<file path="config.mk">
export PLATFORM = sky130hd
export DESIGN_NAME = dwt_feature_scheduler
export DESIGN_NICKNAME = d
export VERILOG_FILES = /design/src/rtl/dwt_sched_pkg.sv /design/src/rtl/dwt_feature_scheduler.sv
export SDC_FILE = /design/constraint.sdc
export NUM_CORES = 1
export LEC_CHECK = 0
export ABC_AREA = 1
export CAP_MARGIN = 20
export CORE_AREA = 2 2 174 176
export DETAILED_ROUTE_END_ITERATION = 8
export DIE_AREA = 0 0 176 178
export HOLD_SLACK_MARGIN = 0.02
export PLACE_DENSITY = 0.62
export RECOVER_POWER = 100
export SETUP_SLACK_MARGIN = 0.02
export SLEW_MARGIN = 20
export SYNTH_ARGS = -nofsm -noshare
export SYNTH_HDL_FRONTEND = slang
export SYNTH_SLANG_ARGS = --single-unit
</file>
<file path="constraint.sdc">
create_clock -name clk -period 1.65 [get_ports clk]
set_input_delay 0.33 -clock clk [delete_from_list [all_inputs] [get_ports clk]]
set_output_delay 0.33 -clock clk [all_outputs]
set_load 0.005 [all_outputs]
</file>
<file path="src/rtl/dwt_sched_pkg.sv">
// dwt_sched_pkg
// Shared types and defaults for the DWT feature scheduler.
//   state_t    : scheduler FSM state encoding (also exposed on state_dbg)
//   DEF_*      : default parameter values used by dwt_feature_scheduler
//   res_w()    : width of the extractor mean/sum results, DATA_W + log2(LENGTH)
package dwt_sched_pkg;

   typedef enum logic [2:0] {
      S_IDLE  = 3'd0,
      S_CLEAR = 3'd1,
      S_FEED  = 3'd2,
      S_WAIT  = 3'd3,
      S_STORE = 3'd4,
      S_DONE  = 3'd5
   } state_t;

   localparam int DEF_NUM_BANDS = 4;
   localparam int DEF_LENGTH    = 8;
   localparam int DEF_DATA_W    = 32;
   localparam int DEF_TIMEOUT   = 64;

   // A sum of LENGTH signed DATA_W values needs log2(LENGTH) guard bits.
   function automatic int res_w(input int data_w, input int length);
      return data_w + $clog2(length);
   endfunction

endpackage

</file>
<file path="src/rtl/dwt_feature_scheduler.sv">
// dwt_feature_scheduler
// Time-shares one dwt_extractor across all subbands of a frame. On start the
// extractor is cleared, LENGTH coefficients are streamed from each band in
// order 0..NUM_BANDS-1, and after each band the extractor results are
// captured and presented as one tagged feature beat.
//
// Optional feature: define DWT_SCHED_TIMEOUT_EN to add a WAIT-state watchdog
// (parameter TIMEOUT, sticky output timeout_err).
//
// Ports:
//   clk, rst          clock; synchronous active-low reset
//   start             frame start pulse, honoured only in IDLE
//   band_valid/data   per-band coefficient streams (data packed band-major)
//   band_ready        one-hot ready to the band currently being fed
//   ext_rst/en/coeff  clear, sample enable and coefficient to the extractor
//   ext_valid, ext_*  extractor results
//   feat_*            captured feature beat (feat_valid is a one-cycle strobe)
//   state_dbg         current FSM state
//   busy, done        activity flag; one-cycle end-of-frame pulse
//   timeout_err       sticky watchdog flag (DWT_SCHED_TIMEOUT_EN only)
//
// Handshake: a coefficient moves on a rising edge where band_valid[b] and
// band_ready[b] are both high; ready never depends on valid, and a source
// holding valid low simply stalls the band without losing its place.
module dwt_feature_scheduler
   import dwt_sched_pkg::*;
#(
   parameter int NUM_BANDS = DEF_NUM_BANDS,
   parameter int LENGTH    = DEF_LENGTH,
   parameter int DATA_W    = DEF_DATA_W
`ifdef DWT_SCHED_TIMEOUT_EN
   ,
   parameter int TIMEOUT   = DEF_TIMEOUT
`endif
) (
   input  logic                                clk,
   input  logic                                rst,
   input  logic                                start,
   input  logic [NUM_BANDS-1:0]                band_valid,
   input  logic [NUM_BANDS*DATA_W-1:0]         band_data,
   output logic [NUM_BANDS-1:0]                band_ready,
   output logic                                ext_rst,
   output logic                                ext_en,
   output logic [DATA_W-1:0]                   ext_coeff,
   input  logic                                ext_valid,
   input  logic [DATA_W-1:0]                   ext_max,
   input  logic [DATA_W-1:0]                   ext_min,
   input  logic [res_w(DATA_W, LENGTH)-1:0]    ext_mean,
   input  logic [res_w(DATA_W, LENGTH)-1:0]    ext_sum,
   output logic                                feat_valid,
   output logic [$clog2(NUM_BANDS)-1:0]        feat_band,
   output logic [DATA_W-1:0]                   feat_max,
   output logic [DATA_W-1:0]                   feat_min,
   output logic [res_w(DATA_W, LENGTH)-1:0]    feat_mean,
   output logic [res_w(DATA_W, LENGTH)-1:0]    feat_sum,
   output logic [2:0]                          state_dbg,
   output logic                                busy,
   output logic                                done
`ifdef DWT_SCHED_TIMEOUT_EN
   ,
   output logic                                timeout_err
`endif
);

   localparam int IW = $clog2(NUM_BANDS);
   localparam int CW = $clog2(LENGTH) + 1;

   state_t               state;
   logic [IW-1:0]        idx;
   logic [CW-1:0]        cnt;
   logic [NUM_BANDS-1:0] sel;
   logic [DATA_W-1:0]    coeff_mux;
   logic                 feed_act;
   logic                 xfer;
   logic                 last_band;

`ifdef DWT_SCHED_TIMEOUT_EN
   localparam int WW = $clog2(TIMEOUT + 1);
   logic [WW-1:0]        wcnt;
`endif

   // Band select decode and coefficient mux.
   always_comb begin
      sel       = '0;
      coeff_mux = '0;
      for (int b = 0; b < NUM_BANDS; b++) begin
         if (idx == IW'(b)) begin
            sel[b]    = 1'b1;
            coeff_mux = band_data[b*DATA_W +: DATA_W];
         end
      end
   end

   // Everything combinational is gated with rst so that a reset asserted
   // mid-frame silences the outputs before the reset edge arrives.
   assign feed_act   = rst && (state == S_FEED);
   assign xfer       = feed_act && |(band_valid & sel);
   assign last_band  = (idx == IW'(NUM_BANDS - 1));

   assign band_ready = feed_act ? sel : '0;
   assign ext_en     = xfer;
   assign ext_coeff  = feed_act ? coeff_mux : '0;
   assign ext_rst    = !rst || (state == S_CLEAR);
   assign feat_valid = rst && (state == S_STORE);
   assign done       = rst && (state == S_DONE);
   assign busy       = rst && (state != S_IDLE);
   assign state_dbg  = state;

   always_ff @(posedge clk) begin
      if (!rst) begin
         state     <= S_IDLE;
         idx       <= '0;
         cnt       <= '0;
         feat_band <= '0;
         feat_max  <= '0;
         feat_min  <= '0;
         feat_mean <= '0;
         feat_sum  <= '0;
`ifdef DWT_SCHED_TIMEOUT_EN
         wcnt        <= '0;
         timeout_err <= 1'b0;
`endif
      end else begin
         case (state)
            S_IDLE: begin
               if (start) begin
                  idx   <= '0;
                  state <= S_CLEAR;
               end
            end
            S_CLEAR: begin
               cnt   <= '0;
`ifdef DWT_SCHED_TIMEOUT_EN
               wcnt  <= '0;
`endif
               state <= S_FEED;
            end
            S_FEED: begin
               // cnt stops at LENGTH; the band is left before it could wrap.
               if (xfer) begin
                  cnt <= cnt + 1'b1;
                  if (cnt == CW'(LENGTH - 1)) state <= S_WAIT;
               end
            end
            S_WAIT: begin
               if (ext_valid) begin
                  feat_band <= idx;
                  feat_max  <= ext_max;
                  feat_min  <= ext_min;
                  feat_mean <= ext_mean;
                  feat_sum  <= ext_sum;
                  state     <= S_STORE;
               end
`ifdef DWT_SCHED_TIMEOUT_EN
               // A stuck extractor costs this band its beat but not the frame.
               else if (wcnt == WW'(TIMEOUT - 1)) begin
                  timeout_err <= 1'b1;
                  if (last_band) begin
                     state <= S_DONE;
                  end else begin
                     idx   <= idx + 1'b1;
                     state <= S_CLEAR;
                  end
               end else begin
                  wcnt <= wcnt + 1'b1;
               end
`endif
            end
            S_STORE: begin
               if (last_band) begin
                  state <= S_DONE;
               end else begin
                  idx   <= idx + 1'b1;
                  state <= S_CLEAR;
               end
            end
            S_DONE: begin
               // start in this cycle is deliberately dropped.
               state <= S_IDLE;
            end
            default: state <= S_IDLE;
         endcase
      end
   end

endmodule

</file>
* Word level (Yosys, flattened, before mapping) *
Cells that the tools add are included.

cells by class
  reduce and logical (&&, ||, !) cells = 17
  multiplexer cells = 21
  bitwise gates (word level) = 1
  add/subtract/negate cells = 2
  equality and inequality tests = 14

operators with widths
  cell                 number
  $mux 32              5
  $mux 3               5
  $pmux 3 s5           1
  $mux 4               2
  $ne 2x2->1 const B   4
  $pmux 4 s2           1
  $eq 3x2->1 const B   2
  $eq 3x3->1 const B   2
  $logic_and 1x1->1    5
  $add 4x1->4 const B  1
  $and 4x4->4          1
  $eq 2x2->1 const B   2
  $eq 4x3->1 const B   1
  $mux 1               4
  $mux 2               2
  $pmux 2 s2           1
  $reduce_and 2->1     2
  $reduce_and 4->1     1
  $reduce_bool 2->1    2
  $reduce_or 4->1      1
  $eq 3x1->1 const B   1
  $logic_not 3->1      1
  $reduce_and 3->1     1
  $reduce_bool 3->1    1
  other kinds (6)      6

storage, ports and cells
  logic and storage cells = 63
  bits of input ports = 270
  flip-flop bits (word level) = 145
  output and inout bits = 180

* Logic depth before layout (Yosys ltp) *
Gate-level depths: netlist of run 1.

  depth in word-level cells = 7
  depth in mapped cells = 12
  mapped depth without buffers = 11

* Worst setup path before layout of run 1 *
No wires, ideal clock.

  path type = reg2out
  from = reg idx[1]
  to = out ext_coeff[10]
  cell stages (with the launch flop) = 10
  data arrival time = 1.499 ns
  data required time = 1.320 ns
  buffers on the path = 2
  setup slack = -0.179 ns
  cell sequence = dfxtp_1 -> inv_1 -> ha_1 -> clkbuf_1 -> nor2_1 -> buf_2 -> a22oi_1 -> o21ai_0 -> nand2_1 -> inv_1

on the way
  word-level cells in the longest chain between the ends = 6
  elaborated cells between the ends (all ways) = 9
  classes of those cells = 3 x eq/ne; 5 x mux; 1 x reduce/logical

RTL lines
  element                 line                          source
  from (decl)             dwt_feature_scheduler.sv:69   logic [IW-1:0] idx;
  from (signal assigned)  dwt_feature_scheduler.sv:173  idx <= idx + 1'b1;
  $logic_not 2->1         dwt_feature_scheduler.sv:87   if (idx == IW'(b)) begin
  $mux 32 (3 in series)   dwt_feature_scheduler.sv:87
  $mux 32 (*)             dwt_feature_scheduler.sv:87
  $mux 32 (*)             dwt_feature_scheduler.sv:102  assign ext_coeff = feed_act ? coeff_mux : '0;
  to (decl)               dwt_feature_scheduler.sv:44   output logic [DATA_W-1:0] ext_coeff,

Every way passes the cells marked *; elsewhere a longest branch is shown, timed or not.

* Final worst setup path of run 1 *
  from = reg idx[1]
  to = out ext_coeff[1]

Same word-level chain as after synthesis.

==> results of run 1 <==
==> layout make-up <==
cell class	count	area share, %
repair buffers	602	41.3
multi-input cells	680	31.6
well taps	390	3.17
inverters	44	1.20
diodes	1	0.0163
flip-flops and latches	145	19.1
clock inverters	14	0.773
clock buffers	18	2.86
==> path summary, 6_finish.rpt <==
kind,cells past startpoint,to,slack [ns]
worst min-delay path,3,feat_mean[3],0.38
worst max register to register,11,state_dbg[0],-0.13
worst max-delay path,9,ext_coeff[1],-0.70
worst min register to register,2,feat_min[7],0.46
==> cells in the final DEF, fill, tap and decap left out, types with 9 or more instances in the layout <==
| cell | instances |
|---|---|
| clkdlybuf4s50_1 | 286 |
| dfxtp_1 | 127 |
| nand3_1 | 105 |
| a21oi_2 | 104 |
| nand2_1 | 89 |
| nand2_4 | 86 |
| a21oi_1 | 71 |
| buf_4 | 66 |
| dlygate4sd2_1 | 65 |
| nor2_1 | 53 |
| clkdlybuf4s25_1 | 42 |
| nand2_2 | 38 |
| clkbuf_16 | 38 |
| nand3_2 | 36 |
| buf_6 | 36 |
| buf_2 | 31 |
| o21ai_1 | 30 |
| inv_1 | 29 |
| buf_12 | 18 |
| dfxtp_2 | 16 |
| a22oi_2 | 13 |
| o21ai_2 | 12 |
| dlymetal6s2s_1 | 12 |
| a22oi_1 | 9 |
| buf_8 | 9 |
==> repair_timing <==
| action | CTS | global route |
|---|---|---|
| pin swaps | 41 | 90 |
| setup endpoints to repair | 113 | 205 |
| gates resized for setup | 370 | 499 |
| setup buffers | 25 | 27 |
| gates cloned | 5 | 41 |
==> where the power goes <==
| group | switching, mW | internal [mW] | leakage (nW) |
|---|---|---|---|
| Sequential | 0.185 | 3.72 | 1.18 |
| Combinational | 2.17 | 2.54 | 4.76 |
| Clock | 1.71 | 2.00 | 0.259 |
| Total | 4.06 | 8.27 | 6.20 |
==> metal layers <==
layer	vias to the layer above	wire (um)	part of all wire, %
met5	-	12	0.032
met4	2	1290	3.5
met3	74	2950	7.9
met2	387	19300	52
met1	4315	13700	37
li1	4292	-	-
==> registers in the layout (all words and copies together) (netlist names) <==
signal / count
cnt: 4
feat_band: 2
feat_max: 32
feat_mean: 35
feat_min: 32
feat_sum: 35
idx: 2
state_dbg: 3
==> worst max-delay path: cells and delay by family, from the launching register on <==
family | cells | cell delay [ns]
buf+inv | 6 | 0.78
flops | 1 | 0.36
fa+ha+maj | 1 | 0.16
compound gates | 1 | 0.16
simple gates | 1 | 0.12
==> cells by family after synthesis <==
| group | count (synthesis) | synth area share [%] |
|---|---|---|
| buffers and inverters | 126 | 7.72 |
| AO/OA/AOI/OAI | 248 | 19.9 |
| flip-flops | 145 | 44.2 |
| adder cells (fa/ha/maj) | 5 | 0.954 |
| AND/OR/NAND/NOR | 423 | 27.1 |
==> metrics by stage <==
stage / cell area, sq um / setup TNS, ns / util [%] / hold slack (ns) / power (mW)
floorplan: 6600 / 0 / - / 0.451 / 5.05
global placement: 11900 / -67.81 / 40.5 / 0.448 / 6.94
detailed placement: 11900 / -68.87 / 40.5 / 0.452 / 6.97
CTS: 12900 / -25.11 / 43.9 / 0.279 / 11.1
global route: 15400 / -39.61 / 52.3 / 0.381 / 12.8
finish: 15400 / -28.16 / 52.3 / 0.385 / 12.3
==> flow_metrics.tcl, run 1 <==
set metrics [dict create \
    outcome "finished, violations left" \
    violations "negative setup slack" \
    critPathArrivalTime_ns 2.02 \
    place_ws_ns -0.864 \
    chipHeight_um 178 \
    synth.largest_area_cell "dfxtp_1" \
    ys_types 21 \
    yosys_most_used_dff "dfxtp_1" \
    hold_start "ext_valid" \
    grt_use_total_pct 18.6 \
    cts_buffer_depth 2 \
    rsz0062_at_grt "true" \
    synth_top_area_share_pct 44.2 \
    grt_pass1_wl_mm 45.2 \
    fin_crit_sh_pct 143 \
    maxCapViolCount 0 \
    use_met3_pct 6.29 \
    htree_num_levels 4 \
    hpwl_mm 22.3 \
    clock_skew_ns 0.00985 \
    cts_buffers 17 \
    grt_antenna_before_repair 3 \
    relSlewSlack_pct 35.6 \
    syn_inst 947 \
    wl_per_cell_um 19.7 \
    grt_max_degree 89 \
    dpl.cell_count 1776 \
    drt_iter0_markers 389 \
    synth_nets 1222 \
    via_per_inst 4.79 \
    layout.cells.non_filler 1894 \
    holdBufCountCts 0 \
    synth_edf_count 0 \
    yosys_warnings 0 \
    max_clock_freq_mhz 425 \
    path_class "register to output pin" \
    synthTopCellsByArea "dfxtp_1, a21oi_1, nand2_1, nand3_1, nor2_1" \
    hp-class "primary input to register" \
    avgSynthCellArea_sq_um 6.93 \
    rows 63 \
    drc 0 \
    period_needed_ns 2.35 \
    async_flop_share_pct 0 \
    cts_root_buf "clkbuf_16" \
    path_clk_slew_ns 0.07 \
    worst_setup_path_start_kind "register" \
    finalSetupViolCount 160 \
    max_stage_delay_ns 0.36 \
    ant_nets 0 \
    tightestPinTransition_ns 0.966 \
    num_vias 9070 \
    power_density_nw_per_um2 803 \
    dieArea_sq_um 31300 \
    layout.nets 1765 \
    path_max_fanout 8 \
    core-area_sq_um 29400 \
    gr-max-usage-layer "met2" \
    crit_start "idx[1]" \
    place_congestion 0.849 \
    grt_util_met1_pct 19.5 \
    io_pins 450 \
    yosysMostFrequentCell "nand2_1" \
    vdd_drop_max_mv 0.666 \
    cellLeakagePower_nw 6.20 \
    synthToLayoutAreaGrowth_pct 134 \
    cp_slowest_cell "dfxtp_4" \
    overflow 0 \
    clock_sinks 145 \
    start_util_pct 22.3 \
    endpoint_kind "output pin" \
    worstPathRequired_ns 1.32 \
    synth-seq-cells 145 \
    io_buffer_count 449 \
    worst_slack_ns -0.703 \
    multi_input_area_sq_um 4860 \
    grt_util_met2_pct 33.9 \
    drt_wl_total_mm 37.3 \
    yosysSeqAreaShare_pct 44.2 \
    grt_pass1_vias 8205 \
    rr_startpoint "state_dbg[1]" \
    finalHoldViolations 0 \
    ff_latch_area_sq_um 2930 \
    syn_area_sq_um 6560 \
    critPathMostFrequentCell "buf_6" \
    drt_first_pass_iters 5 \
    slew_viol_final 0 \
    fillers 2657 \
    die_w_um 176 \
    timing.critical_path.cells "buf_6, ha_4, inv_2, buf_12, nand2_1, buf_6, buf_4, o21ai_1, buf_2" \
    tritoncts "done" \
    insertion_delay_ns 0.43 \
    drive_above_1_share_pct 38.2 \
    synth.top_cells.by_count "nand2_1, a21oi_1, dfxtp_1" \
]
No activity file was read; power rests on OpenSTA's default activity.
==> inputs of run 2 (changes only) <==
--- a/config.mk
+++ b/config.mk
@@ -10,6 +10,7 @@
 export CORE_AREA = 2 2 174 176
 export DETAILED_ROUTE_END_ITERATION = 8
 export DIE_AREA = 0 0 176 178
+export GPL_TIMING_DRIVEN = 0
 export HOLD_SLACK_MARGIN = 0.02
 export PLACE_DENSITY = 0.62
 export RECOVER_POWER = 100
==> flow_metrics.tcl, run 2 (same netlist as run 1, synthesis figures left out) <==
set metrics [dict create \
    final_cell_mix "clkdlybuf4s50_1, a21oi_2, dfxtp_1" \
    worstPathRequired_ns 1.32 \
    path_clk_slew_ns 0.06 \
    clock_skew_ns 0.0133 \
    critPathArrivalTime_ns 2.01 \
    grt_max_degree 17 \
    finalHoldViolations 0 \
    layout.nets 1789 \
    wl_per_cell_um 19.3 \
    clock_sinks 145 \
    p_total_mw 13.1 \
    chipHeight_um 178 \
    fillers 2586 \
    holdWs_ns 0.374 \
    rows 63 \
    tightestPinTransition_ns 0.794 \
    cts_buffers 17 \
    diodes 0 \
    start_util_pct 22.3 \
    cellLeakagePower_nw 6.58 \
    relSlewSlack_pct 47.1 \
    rsz0062_at_grt "true" \
    overflow 0 \
    worst_slack_ns -0.688 \
    grt_pass1_wl_mm 50.3 \
    mostFrequentLayoutCell "clkdlybuf4s50_1" \
    synthToLayoutAreaGrowth_pct 143 \
    max_clock_freq_mhz 428 \
    grt_antenna_before_repair 0 \
    path_class "register to output pin" \
    critPathMostFrequentCell "inv_4" \
    ant_nets 0 \
    hpwl_mm 24.5 \
    multi_input_area_sq_um 5180 \
    max_stage_delay_ns 0.37 \
    grt_pass1_vias 8849 \
    endpoint_kind "output pin" \
    tritoncts "done" \
    finalSetupViolCount 164 \
    via_per_inst 4.76 \
    whs_path_depth 3 \
    hold_start "rst" \
    final.setup.tns_ns -28.23 \
    rr_endpoint "feat_max[20]" \
    holdPathEnd "cnt[1]" \
    insertion_delay_ns 0.42 \
    holdBufCountCts 0 \
    io_pins 450 \
    maxCapViolCount 0 \
    rr_startpoint "state_dbg[0]" \
    place_congestion 0.835 \
    drc 0 \
    hp-class "primary input to register" \
    drt_wl_total_mm 37.0 \
    place_ws_ns -1.25 \
    drive_above_1_share_pct 42.4 \
    vdd_drop_max_mv 0.711 \
    ff_latch_area_sq_um 2950 \
    dieArea_sq_um 31300 \
    die_w_um 176 \
    fin_crit_sh_pct 142 \
    drt_iter0_markers 327 \
    drt_first_pass_iters 4 \
    violations "negative setup slack" \
    cts_root_buf "clkbuf_16" \
    cts_buffer_depth 2 \
    htree_num_levels 4 \
    grt_use_total_pct 20.8 \
    path_max_fanout 5 \
    core-area_sq_um 29400 \
    outcome "finished, violations left" \
    largestRegisters "feat_mean: 35 flops, feat_sum: 35 flops" \
    timing.critical_path.cells "inv_4, ha_4, inv_4, nor2_4, buf_8, buf_6, a22oi_2, o21ai_1, nand2_1, inv_1, buf_2" \
    power_density_nw_per_um2 821 \
    num_vias 9121 \
    io_buffer_count 449 \
    period_needed_ns 2.34 \
    worst_setup_path_start_kind "register" \
    utilization_pct 54.2 \
    cp_slowest_cell "dfxtp_4" \
    slew_viol_final 0 \
    reg2reg_depth 12 \
    reg2reg_slack_ns -0.20 \
]
run 2: cell count changes in the layout (fill, tap and decap cells not counted), moves of 21 or more:
cell,before,now
clkbuf_1,0,21
nand2_4,86,109
a21oi_1,71,38
a21oi_2,104,138
dlygate4sd2_1,65,42
nand2_1,89,58
buf_4,66,42
run 2: cell type report:
class | instances | area share (%)
sequential | 145 | 18.5
clock buffer | 17 | 2.67
inverter | 44 | 1.17
tap | 390 | 3.06
timing repair buffer | 554 | 36.0
multi-input combinational | 678 | 32.5
clock inverter | 15 | 1.22
buffer | 74 | 4.93
run 2: how the worst max path moves through the flow:
stage            from       endpoint  slack, ns  depth (start not counted)
6_report       idx[0]   ext_coeff[8]      -0.69                         11
5_1_grt        idx[0]   ext_coeff[3]      -0.78                         11
4_1_cts        idx[1]   ext_coeff[5]      -0.77                         12
3_5_place_dp      rst  ext_coeff[27]      -1.25                          9
3_3_place_gp      rst           done      -1.27                          5
2_1_floorplan  idx[0]   ext_coeff[3]       0.01                          8
run 2: metrics by stage:
stage                     instance area, sq um  instances
after detailed placement                 11600       1786
after floorplan                           6600        947
final                                    15900       1917
after CTS                                13800       1895
after global routing                     15900       1917
after global placement                   11600       1786
run 2: per-layer routing:
metal / vias up / track usage (%) / wire length, um
met1: 4373 / 21.7 / 13500
met2: 344 / 39.4 / 19700
met3: 70 / 6.29 / 2720
met5: - / 0 / 0
li1: 4334 / - / -
met4: 0 / 7.58 / 1060
run 2: critical path: cells and delay by family (launching register included):
kind | cells | cell delay (ns)
compound gates | 2 | 0.23
fa+ha+maj | 1 | 0.15
buf+inv | 6 | 0.58
simple gates | 2 | 0.27
flops | 1 | 0.37
run 2: repair_timing:
| item | in CTS | in global routing |
|---|---|---|
| gates resized for setup | 524 | 640 |
| cloned | 20 | 9 |
| buffers inserted | 58 | 32 |
| endpoints found under the setup margin | 224 | 268 |
| pin swaps | 85 | 89 |
run 2: power by group:
group	switching, mW	internal, mW	total, mW
clock	1.78	2.44	4.22
sequential	0.218	3.73	3.95
combinational	2.21	2.70	4.91
